**src/rtl/parity_serializer_pkg.sv**
```systemverilog
// parity_serializer_pkg
//   Shared definitions for the framed parity serializer:
//   - state_e     : transmitter FSM states
//   - frame_bits  : number of bit slots in one frame (start + W data + parity + stop)
//   - LINE_IDLE   : level of the serial line while idle and during the stop bit
package parity_serializer_pkg;

  typedef enum logic [2:0] {
    IDLE,
    START,
    DATA,
    PARITY,
    STOP
  } state_e;

  localparam logic LINE_IDLE = 1'b1;

  function automatic int frame_bits(input int w);
    return w + 3;
  endfunction

endpackage

```
**src/rtl/parity_generator.sv**
```systemverilog
// parity_generator
//   Combinational even-parity generator: parity = XOR of all data bits.
//   Ports:
//     in_data  in  [W-1:0]  data word
//     parity   out          even parity of in_data
module parity_generator #(
  parameter int W = 16
) (
  input  logic [W-1:0] in_data,
  output logic         parity
);

  assign parity = ^in_data;

endmodule

```
**src/rtl/parity_serializer.sv**
```systemverilog
// parity_serializer
//   Framed serial transmitter. Accepts a W-bit word over valid/ready and
//   sends start(0), W data bits LSB first, parity, stop(1), each bit held
//   CLKS_PER_BIT clocks. tx is registered and idles high.
//   Build option: define PARITY_SERIALIZER_ODD_EN for odd parity
//   (default is even parity, taken straight from parity_generator).
//   Ports:
//     clk         in            rising-edge clock
//     rst         in            asynchronous active-high reset
//     in_valid    in            in_data valid
//     in_data     in  [W-1:0]   word to transmit
//     in_ready    out           word can be accepted (FSM in IDLE)
//     tx          out           serial line
//     busy        out           frame in progress
//     frame_done  out           pulse on the last cycle of the stop bit
module parity_serializer
  import parity_serializer_pkg::*;
#(
  parameter int W            = 16,
  parameter int CLKS_PER_BIT = 4
) (
  input  logic         clk,
  input  logic         rst,
  input  logic         in_valid,
  input  logic [W-1:0] in_data,
  output logic         in_ready,
  output logic         tx,
  output logic         busy,
  output logic         frame_done
);

  localparam int BAUD_W = (CLKS_PER_BIT > 1) ? $clog2(CLKS_PER_BIT) : 1;
  localparam int BIT_W  = $clog2(W);
  localparam logic [BAUD_W-1:0] BAUD_MAX = BAUD_W'(CLKS_PER_BIT - 1);
  localparam logic [BIT_W-1:0]  BIT_MAX  = BIT_W'(W - 1);

  state_e              state_q, state_d;
  logic [BAUD_W-1:0]   baud_q, baud_d;
  logic [BIT_W-1:0]    bit_q, bit_d;
  logic [W-1:0]        shreg_q, shreg_d;
  logic                parity_q, parity_d;
  logic                tx_q, tx_d;

  logic gen_parity;
  logic parity_sel;
  logic accept;
  logic baud_last;
  logic bit_last;

  parity_generator #(.W(W)) u_parity_generator (
    .in_data (in_data),
    .parity  (gen_parity)
  );

`ifdef PARITY_SERIALIZER_ODD_EN
  assign parity_sel = ~gen_parity;
`else
  assign parity_sel = gen_parity;
`endif

  assign baud_last = (baud_q == BAUD_MAX);
  assign bit_last  = (bit_q == BIT_MAX);
  assign accept    = in_valid && in_ready;

  // State register and datapath registers.
  // NOTE: sequential state uses non-blocking assignments so every flop samples
  // the pre-edge value of its neighbours, whatever the statement order.
  // NOTE: the shift register and parity flop are reset too; they are tiny and
  // a defined value keeps tx deterministic straight out of reset.
  always_ff @(posedge clk or posedge rst) begin
    if (rst) begin
      state_q  <= IDLE;
      baud_q   <= '0;
      bit_q    <= '0;
      shreg_q  <= '0;
      parity_q <= 1'b0;
      tx_q     <= LINE_IDLE;
    end else begin
      state_q  <= state_d;
      baud_q   <= baud_d;
      bit_q    <= bit_d;
      shreg_q  <= shreg_d;
      parity_q <= parity_d;
      tx_q     <= tx_d;
    end
  end

  // Next-state logic.
  // NOTE: every always_comb output gets a default first so no path can infer a latch.
  always_comb begin
    state_d = state_q;
    unique case (state_q)
      IDLE:    if (accept)                state_d = START;
      START:   if (baud_last)             state_d = DATA;
      DATA:    if (baud_last && bit_last) state_d = PARITY;
      PARITY:  if (baud_last)             state_d = STOP;
      STOP:    if (baud_last)             state_d = IDLE;
      default:                            state_d = IDLE;
    endcase
  end

  // Datapath: counters, shift register, parity latch and next line level.
  always_comb begin
    baud_d   = baud_q;
    bit_d    = bit_q;
    shreg_d  = shreg_q;
    parity_d = parity_q;

    if (state_q == IDLE) begin
      baud_d = '0;
      bit_d  = '0;
      if (accept) begin
        shreg_d  = in_data;
        parity_d = parity_sel;
      end
    end else begin
      baud_d = baud_last ? '0 : baud_q + 1'b1;
      if (state_q == DATA && baud_last) begin
        bit_d   = bit_last ? '0 : bit_q + 1'b1;
        shreg_d = shreg_q >> 1;
      end
    end

    // tx is registered, so its next value follows the state being entered;
    // this makes tx fall on the acceptance edge itself.
    unique case (state_d)
      START:   tx_d = 1'b0;
      DATA:    tx_d = shreg_d[0];
      PARITY:  tx_d = parity_d;
      default: tx_d = LINE_IDLE;
    endcase
  end

  // Output decode.
  always_comb begin
    in_ready   = 1'b0;
    busy       = 1'b1;
    frame_done = 1'b0;
    unique case (state_q)
      IDLE: begin
        in_ready = 1'b1;
        busy     = 1'b0;
      end
      STOP:    frame_done = baud_last;
      default: ;
    endcase
  end

  assign tx = tx_q;

endmodule

```
**config.mk**
```make
export PLATFORM = sky130hd
export DESIGN_NAME = parity_serializer
export DESIGN_NICKNAME = d
export VERILOG_FILES = /design/src/rtl/parity_serializer_pkg.sv /design/src/rtl/parity_generator.sv /design/src/rtl/parity_serializer.sv
export SDC_FILE = /design/constraint.sdc
export NUM_CORES = 1
export LEC_CHECK = 0
export ABC_AREA = 1
export BUFFER_PORTS_ARGS = -buffer_cell sky130_fd_sc_hd__buf_2
export CORE_MARGIN = 1.5
export CORE_UTILIZATION = 51
export DETAILED_ROUTE_END_ITERATION = 16
export PLACE_DENSITY = 0.86
export SETUP_SLACK_MARGIN = 0.5
export SYNTH_ARGS = -nofsm -noshare
export SYNTH_HDL_FRONTEND = slang
export SYNTH_SLANG_ARGS = --single-unit
```
**constraint.sdc**
```tcl
create_clock -name clk -period 1.4 [get_ports clk]
set_input_delay 0.14 -clock clk [delete_from_list [all_inputs] [get_ports clk]]
set_output_delay 0.14 -clock clk [all_outputs]
set_load 0.05 [all_outputs]
```
* Word-level counts from Yosys, hierarchy flattened
Index checks and enable logic that the tools add are counted.
** Word-level totals
- Register bits :: 27
- Latch bits :: 0
- Bits in writable memories :: 0
- Bits in read-only memories :: 0
- Bits of input ports :: 19
- Output and inout port bits :: 4
- Memories kept :: 0
** Operators by class
- Add/subtract/negate cells :: 2
- Multipliers :: 0
- Divide/modulo/power cells :: 0
- $lt $le $gt $ge :: 0
- Equal/unequal tests :: 10
- Shift operators :: 0
- Muxes and demuxes :: 20
- Bitwise operators :: 0
- Reductions and logical operators :: 7
** Operators by type and width (number)
- $mux 16 :: 3
- $reduce_xor 16->1 :: 1
- $mux 3 :: 5
- $pmux 3 s5 :: 1
- $eq 3x2->1 const B :: 4
- $mux 4 :: 3
- $eq 3x1->1 const B :: 2
- $mux 1 :: 5
- $add 4x1->4 const B :: 1
- $eq 4x4->1 const B :: 1
- $mux 2 :: 2
- $eq 3x3->1 const B :: 1
- $logic_and 1x1->1 :: 3
- $logic_not 3->1 :: 1
- $pmux 1 s3 :: 1
- $add 2x1->2 const B :: 1
- $eq 2x2->1 const B :: 1
- $ne 2x2->1 const B :: 1
- $reduce_and 2->1 :: 1
- $reduce_bool 2->1 :: 1

* Depth between registers and ports, before layout
Gate-level depths: netlist of the first run.
- Depth after elaboration :: 7
- Depth in mapped cells :: 13
- Depth with buffers taken out :: 13

* Hierarchy
From an unflattened synthesis of the first run, not the netlist that was laid out.
** Second synthesis, totals
- Cells, all modules :: 255
- Area total of the unflattened synthesis :: 1715.4 sq um
** By module, submodules not included
- parity_serializer :: instances 1, cells each 152, area an instance 1310.0 sq um
- parity_generator :: instances 1, cells each 103, area an instance 405.4 sq um

* Least setup slack after synthesis of the first run
No wires, ideal clock.
- Kind :: reg2out
- Start :: reg baud_q[0]
- End :: out frame_done
- Arrival :: 1775 ps
- Data required time :: 1260 ps
- Setup slack :: -515 ps
- Stages on the path, launching flop included :: 4
- Buffers on the path :: 0
- Path through :: dfrtp_1 > ha_1 > inv_1 > nor3_1
** Between the ends
- Word-level cells in the longest chain between the ends :: 2
** Ends and longest elaborated chain
- from (decl) :: RTL line parity_serializer.sv:38 : logic [BAUD_W-1:0] baud_q, baud_d;
- from (signal assigned) :: RTL line parity_serializer.sv:80 : baud_q <= baud_d;
- $eq 2x2->1 :: RTL line parity_serializer.sv:61 : assign baud_last = (baud_q == BAUD_MAX);
- $mux 1 :: RTL line parity_serializer.sv:139 : unique case (state_q)
- to (decl) :: RTL line parity_serializer.sv:29 : output logic frame_done
No other way between the ends.

* Worst setup path in the final report of the first run
- Start :: reg baud_q[0]
- End :: reg shreg_q[12]
** Between the ends
- Word-level cells in the longest chain between the ends :: 4
** Ends and longest elaborated chain
- $eq 2x2->1 :: RTL line parity_serializer.sv:61
- $logic_and 1x1->1 :: RTL line parity_serializer.sv:118 : if (state_q == DATA && baud_last) begin
- $reduce_bool 2->1 (no line)
- $reduce_and 2->1 (no line)
- to (signal assigned) :: RTL line parity_serializer.sv:82 : shreg_q <= shreg_d;
- to (decl) :: RTL line parity_serializer.sv:40 : logic [W-1:0] shreg_q, shreg_d;
No other way between the ends.
A chain may end at the register's enable or synchronous reset.

==> results by stage, run 1 <==
Die:
- The die extent in x is 61.1 µm.
- The initial utilization of the core area, before any placement, comes to 55.1%.
- The core region is 3130 µm².
- The vertical die dimension is 61.1 µm.
- The number of primary I/O pins is 23.
- The standard-cell row count is 20.
- The floorplan step defined a die boundary enclosing 3740 µm².

Timing:
- The slew at the pin with the worst max-slew slack is 0.349 ns.
- Setup repair after global routing could not meet its margin everywhere.
- The worst-case headroom to the max-slew limit is 76.7%.
- Static timing analysis puts the maximum clock frequency at 655 MHz.
- Dividing the final minimum period by the clock period gives 109%.
- The final total negative setup slack is -1.08 ns.
- The smallest setup slack after layout is -0.127 ns.
- The number of failing hold endpoints at the final stage came to 0.
- The worst hold slack is 0.0759 ns.
- The final clock skew is 0.00979 ns.
- The final max-slew violation count came to 0.
- The number of setup violations in the final report is 24.
- The worst path in the final design needs a cycle of 1.53 ns, including I/O delays and setup.

Place:
- Buffers placed on the I/O ports in this run total 22.
- The weighted congestion reported at the end of routability-driven placement is 0.818.
- Once placement completed, the tool counted placed cells totaling 320.
- The worst setup timing slack at the placement stage is 0.00566 ns.
- Detailed placement finished with a half-perimeter wire length of 2680 µm.

Yosys:
- The post-synthesis instance area is 1720 µm².
- The yosys synthesis warning count is 0.
- After synthesis, flip-flops and latches occupy 39.3% of the total area.
- The total nets after synthesis is 274.
- The average size of a mapped cell is 6.81 µm².
- Counting distinct cell types in the post-synthesis netlist gives 29.
- Synthesis produced 253 cells.
- After synthesis the netlist holds a flip-flop and latch count of 27.

Clock tree:
- In this run the number of H-tree levels came out at 1.
- The post-CTS clock slew at the launch and capture registers of the worst setup and hold paths is 0.15 ns.
- The clock sink count is 27.
- The clock latency on the worst-skew pair is 0.34 ns.
- TritonCTS built the clock tree.
- CTS placed an instance of clkbuf_4 at the clock tree root.
- In this run, CTS created clock tree buffers numbering 3.
- The maximum number of buffers from clock root to sink is 2.

Drt:
- The pre-antenna-repair detailed-routing pass consisted of 4 iterations.
- The average detailed-routed wire length per instance is 14.3 µm.
- The routed layout has 1850 vias.
- The per-cell via count in the routed design is 5.24.
- Once detail routing completed, the nets flagged for antenna violations numbered 0.
- The number of design rule violations left after detail routing is 0.
- The detailed-route wire length is 5060 µm.
- For this block, the initial DRC count from the detailed router was 115.

Finish:
- The number of nets in the finished design is 331.
- Compared with the post-synthesis result, the final layout area differs by 44.7%.
- After filler insertion, the fill cell instance count of the layout stands at 194.
- The number of diodes is 0.
- The share of layout cells above drive strength 1 is 35.0%.
- Excluding fillers, the count of instances in the completed layout stands at 353.

Job:
- The number of max-cap violations is 0.

Critical path:
- The beginning of the critical path is baud_q[0].
- The endpoint class of the critical path is a flip-flop.
- STA classifies the critical path startpoint as a flip-flop.
- The worst endpoint data arrival time is 1.74 ns.
- The launch point of the worst reg-to-reg path is baud_q[0].
- The endpoint of the worst register-to-register path is shreg_q[12].
- The slack of the worst reg-to-reg path is -0.13 ns.
- The category of the most critical setup path is flip-flop to flip-flop.
- In this run the worst path has a maximum fanout of 12.
- Following the worst setup path forward leads to its endpoint at shreg_q[12].
- Measured in cells, the most critical reg-to-reg path has a length of 8.
- The required time at the endpoint of the critical path is 1.61 ns.

Status:
- The run finished, with violations left.
- The checks that failed: negative setup slack.

Pwr:
- The share of power burned in combinational logic is 15.6%.
- The leakage power summed over all cells is 1.34 nW.
- The fraction of power consumed by the clock network is 26.3%.
- Sequential cells burn 58.1% of the power.
- The internal portion of the total power is 0.000964 W.
- The fraction of power spent switching nets is 28.2%.
- In this run the power spent charging and discharging nets is 0.000378 W.
- Power spread over the standard cell area amounts to 538 nW/µm².
- The maximum vdd drop is 0.364 mV.

Hold path:
- The worst min-delay path category is input pin to flip-flop.

GRT:
- The number of antenna violations at the first check in global routing was 0.
- The number of global-route vias before repair is 1613.
- The maximum number of pins on one net before global-route repair is 28.
- Global routing consumed, over all layers together, 24.2% of the routing resources.
- Global routing finished with a remaining overflow of 0.
- The wire length of the first global-routing pass is 6690 µm.
## worst min-delay path by stage
stage,start,end,slack (ns),cells past startpoint
final,in_data[5],shreg_q[5],0.08,3
after global routing,in_data[6],shreg_q[6],0.09,3
after CTS,in_data[6],shreg_q[6],0.1,3
after detailed placement,rst,bit_q[3],0.21,3
after global placement,rst,bit_q[3],0.21,3
after floorplan,rst,baud_q[0],0.19,1
## layout make-up
cell class | count | area [µm²] | area share (%)
Tap cell | 44 | 55.1 | 2.21
Timing Repair Buffer | 54 | 480 | 19.3
Sequential cell | 27 | 679 | 27.2
Inverter | 43 | 186 | 7.47
Timing Repair inverter | 1 | 11.3 | 0.451
Multi-Input combinational cell | 180 | 1060 | 42.3
Clock buffer | 4 | 26.3 | 1.05
## critical path: stages, from the launching register on
cell and delay [ns]:
dfrtp_1 0.45, ha_4 0.19, buf_6 0.11, nand4_4 0.10, inv_4 0.06, buf_4 0.14, buf_8 0.14, nand2_1 0.08
o211ai_1 0.12
## layer usage
metal / track usage, % / vias up / wire [µm]
met4: 9.32 / 0 / 165
met2: 44.8 / 56 / 2700
met3: 1.89 / 16 / 200
met1: 28.8 / 873 / 1990
met5: 0 / - / 0
li1: - / 905 / -
## timing repair
action                                  4_1_cts  5_1_grt
pin swaps                                    17       15
setup buffers                                18        8
endpoints found under the hold margin        26        0
gates cloned                                  0        2
hold buffers                                  1        0
gates resized for setup                      46       34
endpoints found under the setup margin       31       31
## synthesized netlist by cell type
cell | instances | area share (%)
or2_0 | 1 | 0.36
a21oi_1 | 2 | 0.58
nor3_1 | 4 | 1.2
xor2_1 | 1 | 0.51
buf_2 | 2 | 0.58
o21ai_0 | 6 | 1.7
nor2_2 | 1 | 0.36
nor2_8 | 1 | 1.2
inv_4 | 1 | 0.36
dfrtp_1 | 26 | 38
a31oi_1 | 1 | 0.36
a22oi_2 | 1 | 0.73
dfstp_2 | 1 | 1.5
nand3_1 | 10 | 2.9
nand2_1 | 116 | 25
inv_2 | 5 | 1.1
nand2_4 | 1 | 0.65
o22ai_1 | 1 | 0.36
nand2_2 | 3 | 1.1
nand4_1 | 1 | 0.36
o221ai_1 | 2 | 1.0
inv_1 | 37 | 8.1
ha_1 | 2 | 1.5
nor2_1 | 11 | 2.4
buf_6 | 1 | 0.65
a21boi_1 | 1 | 0.44
nand4_4 | 1 | 1.2
and3_4 | 1 | 0.65
o211ai_1 | 12 | 5.2
## kinds of logic (layout without fill, tap and decap cells)
logic type	count (synthesis)	in the layout	share of synthesized area (%)
compound gates	26	26	10.5
xor+xnor	1	1	0.508
fa+ha+maj	2	2	1.45
buf+inv	46	102	10.7
flops	27	27	39.3
simple gates	151	151	37.6
## state kept, by name (all words and copies together) (netlist names)
name	flops
state_q	3
shreg_q	16
parity_q	1
bit_q	4
tx	1
baud_q	2
## cell usage in the layout, fill, tap and decap left out, types with 2 or more instances in the layout
cell / n
nor3_4: 3
nand2_4: 3
inv_4: 3
nor2_1: 9
buf_6: 12
dfrtp_2: 2
o211ai_1: 12
nand2_1: 102
o21ai_2: 3
dfrtp_1: 24
clkbuf_4: 3
nand2_2: 13
buf_2: 18
buf_8: 4
inv_1: 34
o21ai_1: 2
nand3_1: 9
buf_12: 2
nand2_8: 2
nor2_4: 2
buf_4: 16
o221ai_2: 2
inv_2: 4
## power by group through the flow
stage | sequential, W | clock [W] | combinational (W)
global placement | 0.000795 | 0 | 0.000197
finish | 0.000780 | 0.000352 | 0.000209
global route | 0.000780 | 0.000378 | 0.000241
CTS | 0.000780 | 0.000336 | 0.000208
detailed placement | 0.000795 | 0 | 0.000203
floorplan | 0.000795 | 0 | 0.000134
## through the flow
step / utilization, % / cell area (µm²) / total power [W]
after global placement: 61.9 / 1940 / 0.000991
after CTS: 72.8 / 2280 / 0.00132
final: 79.8 / 2490 / 0.00134
after floorplan: - / 1770 / 0.000929
after detailed placement: 61.9 / 1940 / 0.000997
after global routing: 79.8 / 2490 / 0.00140
Power figures use the tool's default switching activity.
==> run 2: changes to the inputs <==
ABC_AREA = default   (was 1)
CORE_UTILIZATION = 54   (was 51)
PLACE_DENSITY = 0.88   (was 0.86)
clock period = 1.6 ns   (was 1.4 ns; I/O delays follow)
==> run 2 against run 1 <==
Net effect:
- the flow now finishes without violations
- clock skew increased by 0.0093 ns
- sequential power increased by 63%
- final cell count decreased by 39%
- non-clock buffer count decreased by 6
- routed wire length decreased by 24%
- synthesized cell count decreased by 45%
- worst setup slack improved by 0.18 ns
- core utilization increased by 3.4 points
- global-route usage increased by 1.4 points
- sequential cell count unchanged
- largest cell class unchanged
- synthesized area decreased by 21%
==> results by stage, run 2 <==
Finish:
- The most common library cell in the layout ignoring fill and taps was dfrtp_1 (was nand2_1).
- The number of nets in the finished design is 207 (was 331).
- The flip-flop count of the largest register, all copies and words added is 16 (unchanged).
- The post-route core utilization is 83.1% (was 79.8%).
- Most frequent cells in the layout: dfrtp_1, nand2_2, buf_2 (was nand2_1, inv_1, dfrtp_1).
- The number of diodes is 0 (unchanged).
- The register name with the most flops is shreg_q (unchanged).
- The area growth from synthesis to layout is 47.6% (was 44.7%).
- Largest registers in the final layout: shreg_q: 16 flops, bit_q: 4 flops, state_q: 3 flops (unchanged).
- The number of non-filler instances in the completed layout is 215 (was 353).
- The share of layout cells above drive strength 1 was 60.5% (was 35.0%).

Die:
- The area of the placeable core was 2430 µm² (was 3130 µm²).
- The die area is 2850 µm² (was 3740 µm²).
- The initial cell density of the core came to 56.3% (was 55.1%).
- The standard-cell row count is 18 (was 20).
- The vertical die dimension was 53.4 µm (was 61.1 µm).
- The die extent in x was 53.4 µm (was 61.1 µm).
- The number of primary I/O pins came to 23 (unchanged).

Timing:
- The final total negative setup slack is 0 ns (was -1.08 ns).
- The worst-case headroom to the max-slew limit is 76.2% (was 76.7%).
- The final max-slew violation count is 0 (unchanged).
- The ratio of final minimum period to clock period is 96.8% (was 109%).
- RSZ-0062 raised after global routing: true (unchanged).
- The number of failing hold endpoints at the final stage is 0 (unchanged).
- The final clock skew is 0.0191 ns (was 0.00979 ns).
- The smallest setup slack after layout is 0.0509 ns (was -0.127 ns).
- The slew at the pin with the worst max-slew slack was 0.358 ns (was 0.349 ns).
- The highest clock rate came to 646 MHz (was 655 MHz).
- The shortest clock period the worst path allows after layout is 1.55 ns (was 1.53 ns).
- The number of setup violations in the final report was 0 (was 24).

Pwr:
- The leakage power summed over all cells was 0.908 nW (was 1.34 nW).
- The overall power consumption is 0.00337 W (was 0.00134 W).
- The power density of the placed cells is 1670 nW/µm² (was 538 nW/µm²).
- The maximum vdd drop came to 1.34 mV (was 0.364 mV).

Yosys:
- The fraction of registers with async set or reset after synthesis is 100% (unchanged).
- The area share of the largest cell type after synthesis was 47.5% (was 37.7%).
- The most instantiated flip-flop cell in the synthesis netlist was dfrtp_1 (unchanged).
- The number of distinct library cells after synthesis is 31 (was 29).
- The number of flops mapped to enable cells by yosys came to 0 (unchanged).
- The yosys synthesis warning count came to 0 (unchanged).
- The largest area contributor in the synthesized netlist was dfrtp_1 (unchanged).
- Most instantiated cells after synthesis: nand2_1, dfrtp_1, a22oi_1, xnor2_1, nor2_1 (was nand2_1, inv_1, dfrtp_1, o211ai_1, nor2_1).
- The total nets after synthesis came to 159 (was 274).
- The most common cell in the synthesized netlist is nand2_1 (unchanged).
- The register bit count reported by yosys is 27 (unchanged).
- The sequential area share after synthesis came to 49.4% (was 39.3%).
- The post-synthesis instance area is 1370 µm² (was 1720 µm²).
- Largest cells by area after synthesis: dfrtp_1, nand2_1, xnor2_1 (was dfrtp_1, nand2_1, inv_1).
- The average size of a mapped cell is 9.93 µm² (was 6.81 µm²).
- The synthesized netlist cell count is 138 (was 253).

GRT:
- The number of antenna violations at the first check in global routing was 0 (unchanged).
- The maximum number of pins on one net before global-route repair came to 28 (unchanged).
- The wire length of the first global-routing pass came to 5130 µm (was 6690 µm).
- The met2 track demand over resource is 45.7% (was 44.8%).
- The most crowded layer after global routing was met2 (unchanged).
- The global routing usage on met1 came to 31.1% (was 28.8%).
- The overall overflow remaining after global route was 0 (unchanged).
- The number of global-route vias before repair came to 1137 (was 1613).
- The met3 track demand over resource is 3.39% (was 1.89%).
- The combined global-route utilization of all metal layers is 25.5% (was 24.2%).

Place:
- The number of buffers inserted by port buffering came to 22 (unchanged).
- The worst setup timing slack at the placement stage was 0.0125 ns (was 0.00566 ns).
- The post-detailed-placement half-perimeter wirelength is 1960 µm (was 2680 µm).
- The total instance count after detailed placement is 190 (was 320).
- The weighted congestion reported at the end of routability-driven placement came to 0.739 (was 0.818).

Critical path:
- The category of the most critical setup path is flip-flop to flip-flop (unchanged).
- The worst-path maximum fanout was 8 (was 12).
- The number of buffers and inverters on the critical path is 1 (was 4).
- The worst endpoint data arrival time is 1.81 ns (was 1.74 ns).
- Worst-path cell chain: buf_4 -> and4bb_4 -> nand2_2 -> a31oi_1 -> o21ai_1 -> o21ai_1 (was ha_4 -> buf_6 -> nand4_4 -> inv_4 -> buf_4 -> buf_8 -> nand2_1 -> o211ai_1).
- The cell with the largest stage delay on the worst path is dfrtp_2 (was dfrtp_1).
- The kind of cell adding the most delay to the critical path is simple AND/OR/NAND/NOR gates (was flip-flops).
- The required time at the endpoint of the critical path is 1.86 ns (was 1.61 ns).
- The kind of launch point of the worst setup path is a flip-flop (unchanged).
- The endpoint class of the critical path is a flip-flop (unchanged).
- The cell seen most often among critical-path stages is o21ai_1.
- The largest stage delay on the critical path is 0.47 ns (was 0.45 ns).

Drt:
- The average detailed-routed wire length per instance is 17.9 µm (was 14.3 µm).
- The length of the first detailed-routing pass in iterations is 4 (unchanged).
- The per-cell via count in the routed design came to 5.72 (was 5.24).
- The detailed-route wire length came to 3840 µm (was 5060 µm).
- The total via count in the routed design is 1230 (was 1850).
- The number of design rule violations left after detail routing was 0 (unchanged).
- The count of antenna-violating nets left after detailed routing is 0 (unchanged).
- The number of design-rule violations left by the first detailed-router iteration came to 18 (was 115).

Clock tree:
- The number of levels the H-tree was split into is 1 (unchanged).
- The post-CTS clock slew at the launch and capture registers of the worst setup and hold paths came to 0.16 ns (was 0.15 ns).
- The master cell of the clock root buffer is clkbuf_4 (unchanged).
- The number of CTS-inserted buffers is 3 (unchanged).
- The maximum number of buffers from clock root to sink is 2 (unchanged).
- The clock latency on the worst-skew pair came to 0.33 ns (was 0.34 ns).
- The TritonCTS clock tree is yes (unchanged).
- The clock sink count came to 27 (unchanged).

Job:
- The number of max-cap violations is 0 (unchanged).

Hold path:
- The worst min-delay path category was input pin to flip-flop (unchanged).

Status:
- Run status: completed (was finished with violations).
-- run 2: changes by cell type after synthesis, sizes merged, moves of 3 or more --
cell / before / now
a22oi: 1 / 14
inv: 43 / 4
nand2: 120 / 37
nand3: 10 / 2
nor2: 13 / 7
o211ai: 12 / 0
xnor2: 0 / 13
xor2: 1 / 4
-- run 2: layout make-up --
| class | instances | area [µm²] |
|---|---|---|
| clock buffer | 4 | 26.3 |
| inverter | 4 | 17.5 |
| fill | 147 | 410 |
| tap | 30 | 37.5 |
| sequential | 27 | 681 |
| multi-input combinational | 102 | 857 |
| timing repair buffer | 48 | 403 |
-- run 2: report_power, final --
group | leakage (nW) | internal [W] | switching (W)
Clock | 0.0150 | 0.0000976 | 0.000202
Sequential | 0.334 | 0.000982 | 0.000291
Combinational | 0.559 | 0.000882 | 0.000918
Total | 0.908 | 0.00196 | 0.00141
-- run 2: path summary, 6_finish.rpt --
check,startpoint,end,slack (ns),cells past startpoint
max,state_q[1],bit_q[3],0.05,6
min,in_data[9],shreg_q[9],0.06,3
max reg2reg,state_q[1],bit_q[3],0.05,6
min reg2reg,baud_q[0],baud_q[0],0.49,1
max in group asynchronous,rst,tx,0.83,4
min in group asynchronous,rst,bit_q[2],0.44,4
-- run 2: repair_timing --
item	in CTS	in global routing
cloned	0	1
hold buffers	1	0
endpoints found under the hold margin	26	0
resized for setup	56	29
pin swaps	39	15
endpoints found under the setup margin	27	31
setup buffers	16	3
-- run 2: metrics by stage --
stage	instance area [µm²]	hold WS (ns)
3_5_place_dp	1520	0.247
6_report	2020	0.0603
4_1_cts	1880	0.0460
3_3_place_gp	1520	0.231
2_1_floorplan	1390	0.212
5_1_grt	2020	0.0589
-- run 2: routing by layer --
layer	wire length (µm)	part of all wire [%]	vias up
met5	0	0	-
met4	48	1.2	0
met3	148	3.9	6
met2	2130	55	43
met1	1510	39	613
li1	-	-	568
-- run 2: worst reg2reg max path, delay by kind of cell (launching register included) --
family                 cells  cell delay [ns]
AO/OA/AOI/OAI              3             0.38
flip-flops                 1             0.47
AND/OR/NAND/NOR            2             0.48
buffers and inverters      1             0.17
-- run 2: kinds of logic (layout without fill, tap and decap cells) --
group	after synthesis	in the layout	share of synthesized area (%)
compound gates	27	27	13.9
xor+xnor	17	17	10.9
fa+ha+maj	2	2	1.83
buf+inv	9	56	4.66
flops	27	27	49.4
simple gates	56	56	19.4
==> run 3: changes to the inputs <==
clock period = 1.5 ns   (was 1.6 ns; I/O delays follow)
==> run 3 against run 2 <==
Net effect:
- the flow now finishes with violations (negative setup slack)
- sequential share of layout area decreased by 0.19 points
- via count increased by 3.5%
- final area increased by 0.74%
- power increased by 11%
- first-iteration DRC count increased by 61%
- critical endpoint is now shreg_q[2]
- highest routed layer unchanged
==> results by stage, run 3 (same netlist as run 2, synthesis figures left out) <==
GRT:
- The overall overflow remaining after global route is 0 (unchanged).
- The number of global-route vias before repair is 1118 (was 1137).
- The combined global-route utilization of all metal layers is 23.6% (was 25.5%).
- The maximum number of pins on one net before global-route repair is 22 (was 28).
- The global routing usage on met1 is 28.4% (was 31.1%).
- The met3 track demand over resource is 2.82% (was 3.39%).
- The most crowded layer after global routing is met2 (unchanged).
- The number of antenna violations at the first check in global routing is 0 (unchanged).
- The met2 track demand over resource came to 42.6% (was 45.7%).
- The wire length of the first global-routing pass came to 4820 µm (was 5130 µm).

Die:
- The die area is 2850 µm² (unchanged).
- The standard-cell row count is 18 (unchanged).
- The die extent in x came to 53.4 µm (unchanged).
- The number of primary I/O pins is 23 (unchanged).
- The area of the placeable core is 2430 µm² (unchanged).
- The vertical die dimension is 53.4 µm (unchanged).
- The initial cell density of the core is 56.3% (unchanged).

Critical path:
- The cell with the largest stage delay on the worst path is dfrtp_2 (unchanged).
- The required time at the endpoint of the critical path came to 1.72 ns (was 1.86 ns).
- The kind of launch point of the worst setup path is a flip-flop (unchanged).
- The worst endpoint data arrival time was 1.78 ns (was 1.81 ns).
- The largest stage delay on the critical path is 0.47 ns (about the same).
- The kind of cell adding the most delay to the critical path is simple AND/OR/NAND/NOR gates (unchanged).
- The category of the most critical setup path is flip-flop to flip-flop (unchanged).
- The worst-path maximum fanout is 7 (was 8).
- The endpoint class of the critical path was a flip-flop (unchanged).
- The number of buffers and inverters on the critical path is 2 (was 1).
- Worst-path cell chain: nor3_4 -> buf_4 -> and2_4 -> nor2_4 -> clkbuf_16 -> nand2_2 -> nand2_1 (was buf_4 -> and4bb_4 -> nand2_2 -> a31oi_1 -> o21ai_1 -> o21ai_1).

Timing:
- RSZ-0062 raised after global routing: true (unchanged).
- The highest clock rate is 642 MHz (was 646 MHz).
- The final total negative setup slack came to -0.142 ns (was 0 ns).
- The shortest clock period the worst path allows after layout came to 1.56 ns (was 1.55 ns).
- The smallest setup slack after layout was -0.0571 ns (was 0.0509 ns).
- The final clock skew is 0.00213 ns (was 0.0191 ns).
- The number of failing hold endpoints at the final stage was 0 (unchanged).
- The worst-case headroom to the max-slew limit is 81.6% (was 76.2%).
- The final max-slew violation count is 0 (unchanged).
- The slew at the pin with the worst max-slew slack is 0.276 ns (was 0.358 ns).
- The ratio of final minimum period to clock period was 104% (was 96.8%).
- The number of setup violations in the final report is 7 (was 0).

Clock tree:
- The number of CTS-inserted buffers was 3 (unchanged).
- The master cell of the clock root buffer is clkbuf_4 (unchanged).
- The number of levels the H-tree was split into was 1 (unchanged).
- The post-CTS clock slew at the launch and capture registers of the worst setup and hold paths came to 0.14 ns (was 0.16 ns).
- The maximum number of buffers from clock root to sink is 2 (unchanged).
- The clock sink count is 27 (unchanged).
- The TritonCTS clock tree is yes (unchanged).
- The clock latency on the worst-skew pair is 0.32 ns (was 0.33 ns).

Status:
- Run status: finished with violations (was completed).
- The checks that failed: negative setup slack.

Pwr:
- The maximum vdd drop is 1.31 mV (was 1.34 mV).
- The power density of the placed cells is 1840 nW/µm² (was 1670 nW/µm²).
- The leakage power summed over all cells is 0.933 nW (was 0.908 nW).

Drt:
- The detailed-route wire length is 3930 µm (was 3840 µm).
- The average detailed-routed wire length per instance is 18.0 µm (was 17.9 µm).
- The length of the first detailed-routing pass in iterations was 4 (unchanged).
- The per-cell via count in the routed design is 5.84 (was 5.72).
- The number of design rule violations left after detail routing is 0 (unchanged).
- The count of antenna-violating nets left after detailed routing is 0 (unchanged).
- The total via count in the routed design was 1273 (was 1230).
- The number of design-rule violations left by the first detailed-router iteration came to 29 (was 18).

Finish:
- The post-route core utilization is 83.7% (was 83.1%).
- The register name with the most flops is shreg_q (unchanged).
- Most frequent cells in the layout: dfrtp_1, buf_2, nand2_2 (was dfrtp_1, nand2_2, buf_2).
- The number of nets in the finished design is 210 (was 207).
- Largest registers in the final layout: shreg_q: 16 flops, bit_q: 4 flops, state_q: 3 flops (unchanged).
- The number of non-filler instances in the completed layout is 218 (was 215).
- The flip-flop count of the largest register, all copies and words added came to 16 (unchanged).
- The total non-filler cell area in the finished layout is 2040 µm² (was 2020 µm²).
- The number of diodes came to 0 (unchanged).
- The area growth from synthesis to layout came to 48.7% (was 47.6%).
- The most common library cell in the layout ignoring fill and taps is dfrtp_1 (unchanged).
- The share of layout cells above drive strength 1 is 56.4% (was 60.5%).
- The final-layout fill cell count came to 124 (was 147).

Place:
- The worst setup timing slack at the placement stage is 0.00864 ns (was 0.0125 ns).
- The post-detailed-placement half-perimeter wirelength is 1990 µm (was 1960 µm).
- The total instance count after detailed placement is 193 (was 190).
- The number of buffers inserted by port buffering is 22 (unchanged).
- The weighted congestion reported at the end of routability-driven placement was 0.760 (was 0.739).
- The area of placed instances is 1550 µm² (was 1520 µm²).

Job:
- The number of max-cap violations is 0 (unchanged).

Hold path:
- The worst min-delay path category is input pin to flip-flop (unchanged).
-- run 3: changes by cell type in the layout (fill, tap and decap cells not counted), moves of 4 or more --
| cell | before | now |
|---|---|---|
| a22oi_2 | 14 | 2 |
| nand2_4 | 2 | 7 |
| nand2_2 | 21 | 17 |
| a22oi_1 | 0 | 12 |
-- run 3: path summary, 6_finish.rpt --
path / from / endpoint / slack (ns) / cells after the start
worst min-delay path: in_data[15] / shreg_q[15] / 0.06 / 3
max in group asynchronous: rst / bit_q[0] / 0.66 / 4
worst min register to register: shreg_q[11] / shreg_q[11] / 0.52 / 2
worst max register to register: state_q[1] / shreg_q[2] / -0.06 / 7
min in group asynchronous: rst / state_q[0] / 0.27 / 3
worst max-delay path: state_q[1] / shreg_q[2] / -0.06 / 7
-- run 3: final cells by class --
| type | instances | area, µm² | share of cell area [%] |
|---|---|---|---|
| tap | 30 | 37.5 | 1.84 |
| clock buffer | 4 | 26.3 | 1.29 |
| inverter | 4 | 15.0 | 0.737 |
| timing repair buffer | 50 | 419 | 20.6 |
| multi-input combinational | 103 | 857 | 42.1 |
| sequential | 27 | 682 | 33.5 |
-- run 3: per-stage QoR --
| step | hold slack, ns | total power, W |
|---|---|---|
| 4_1_cts | 0.0526 | 0.00304 |
| 3_5_place_dp | 0.0829 | 0.00243 |
| 6_report | 0.0612 | 0.00375 |
| 5_1_grt | 0.0539 | 0.00394 |
| 2_1_floorplan | 0.202 | 0.00215 |
| 3_3_place_gp | 0.0761 | 0.00237 |
-- run 3: worst register-to-register path, delay by kind of cell, from the launching register on --
| family | cells | cell delay, ns |
|---|---|---|
| AND/OR/NAND/NOR | 5 | 0.67 |
| flip-flops | 1 | 0.47 |
| buffers and inverters | 2 | 0.31 |
-- run 3: timing repair --
action                                  4_1_cts  5_1_grt
cloned                                        0        2
buffers inserted                              9        9
endpoints found under the setup margin       31       31
pin swaps                                     5       12
hold buffers                                  1        0
resized for setup                            19       56
endpoints found under the hold margin         6        0
-- run 3: where the power goes --
group          switching [W]  internal, W
logic                0.00102      0.00104
registers           0.000325      0.00105
clock network       0.000210     0.000104
total                0.00155      0.00220
-- run 3: layer usage --
metal | vias up | share of wire [%]
met5 | - | 0
met4 | 0 | 2.5
met1 | 643 | 40
met3 | 11 | 4.6
li1 | 576 | -
met2 | 43 | 53
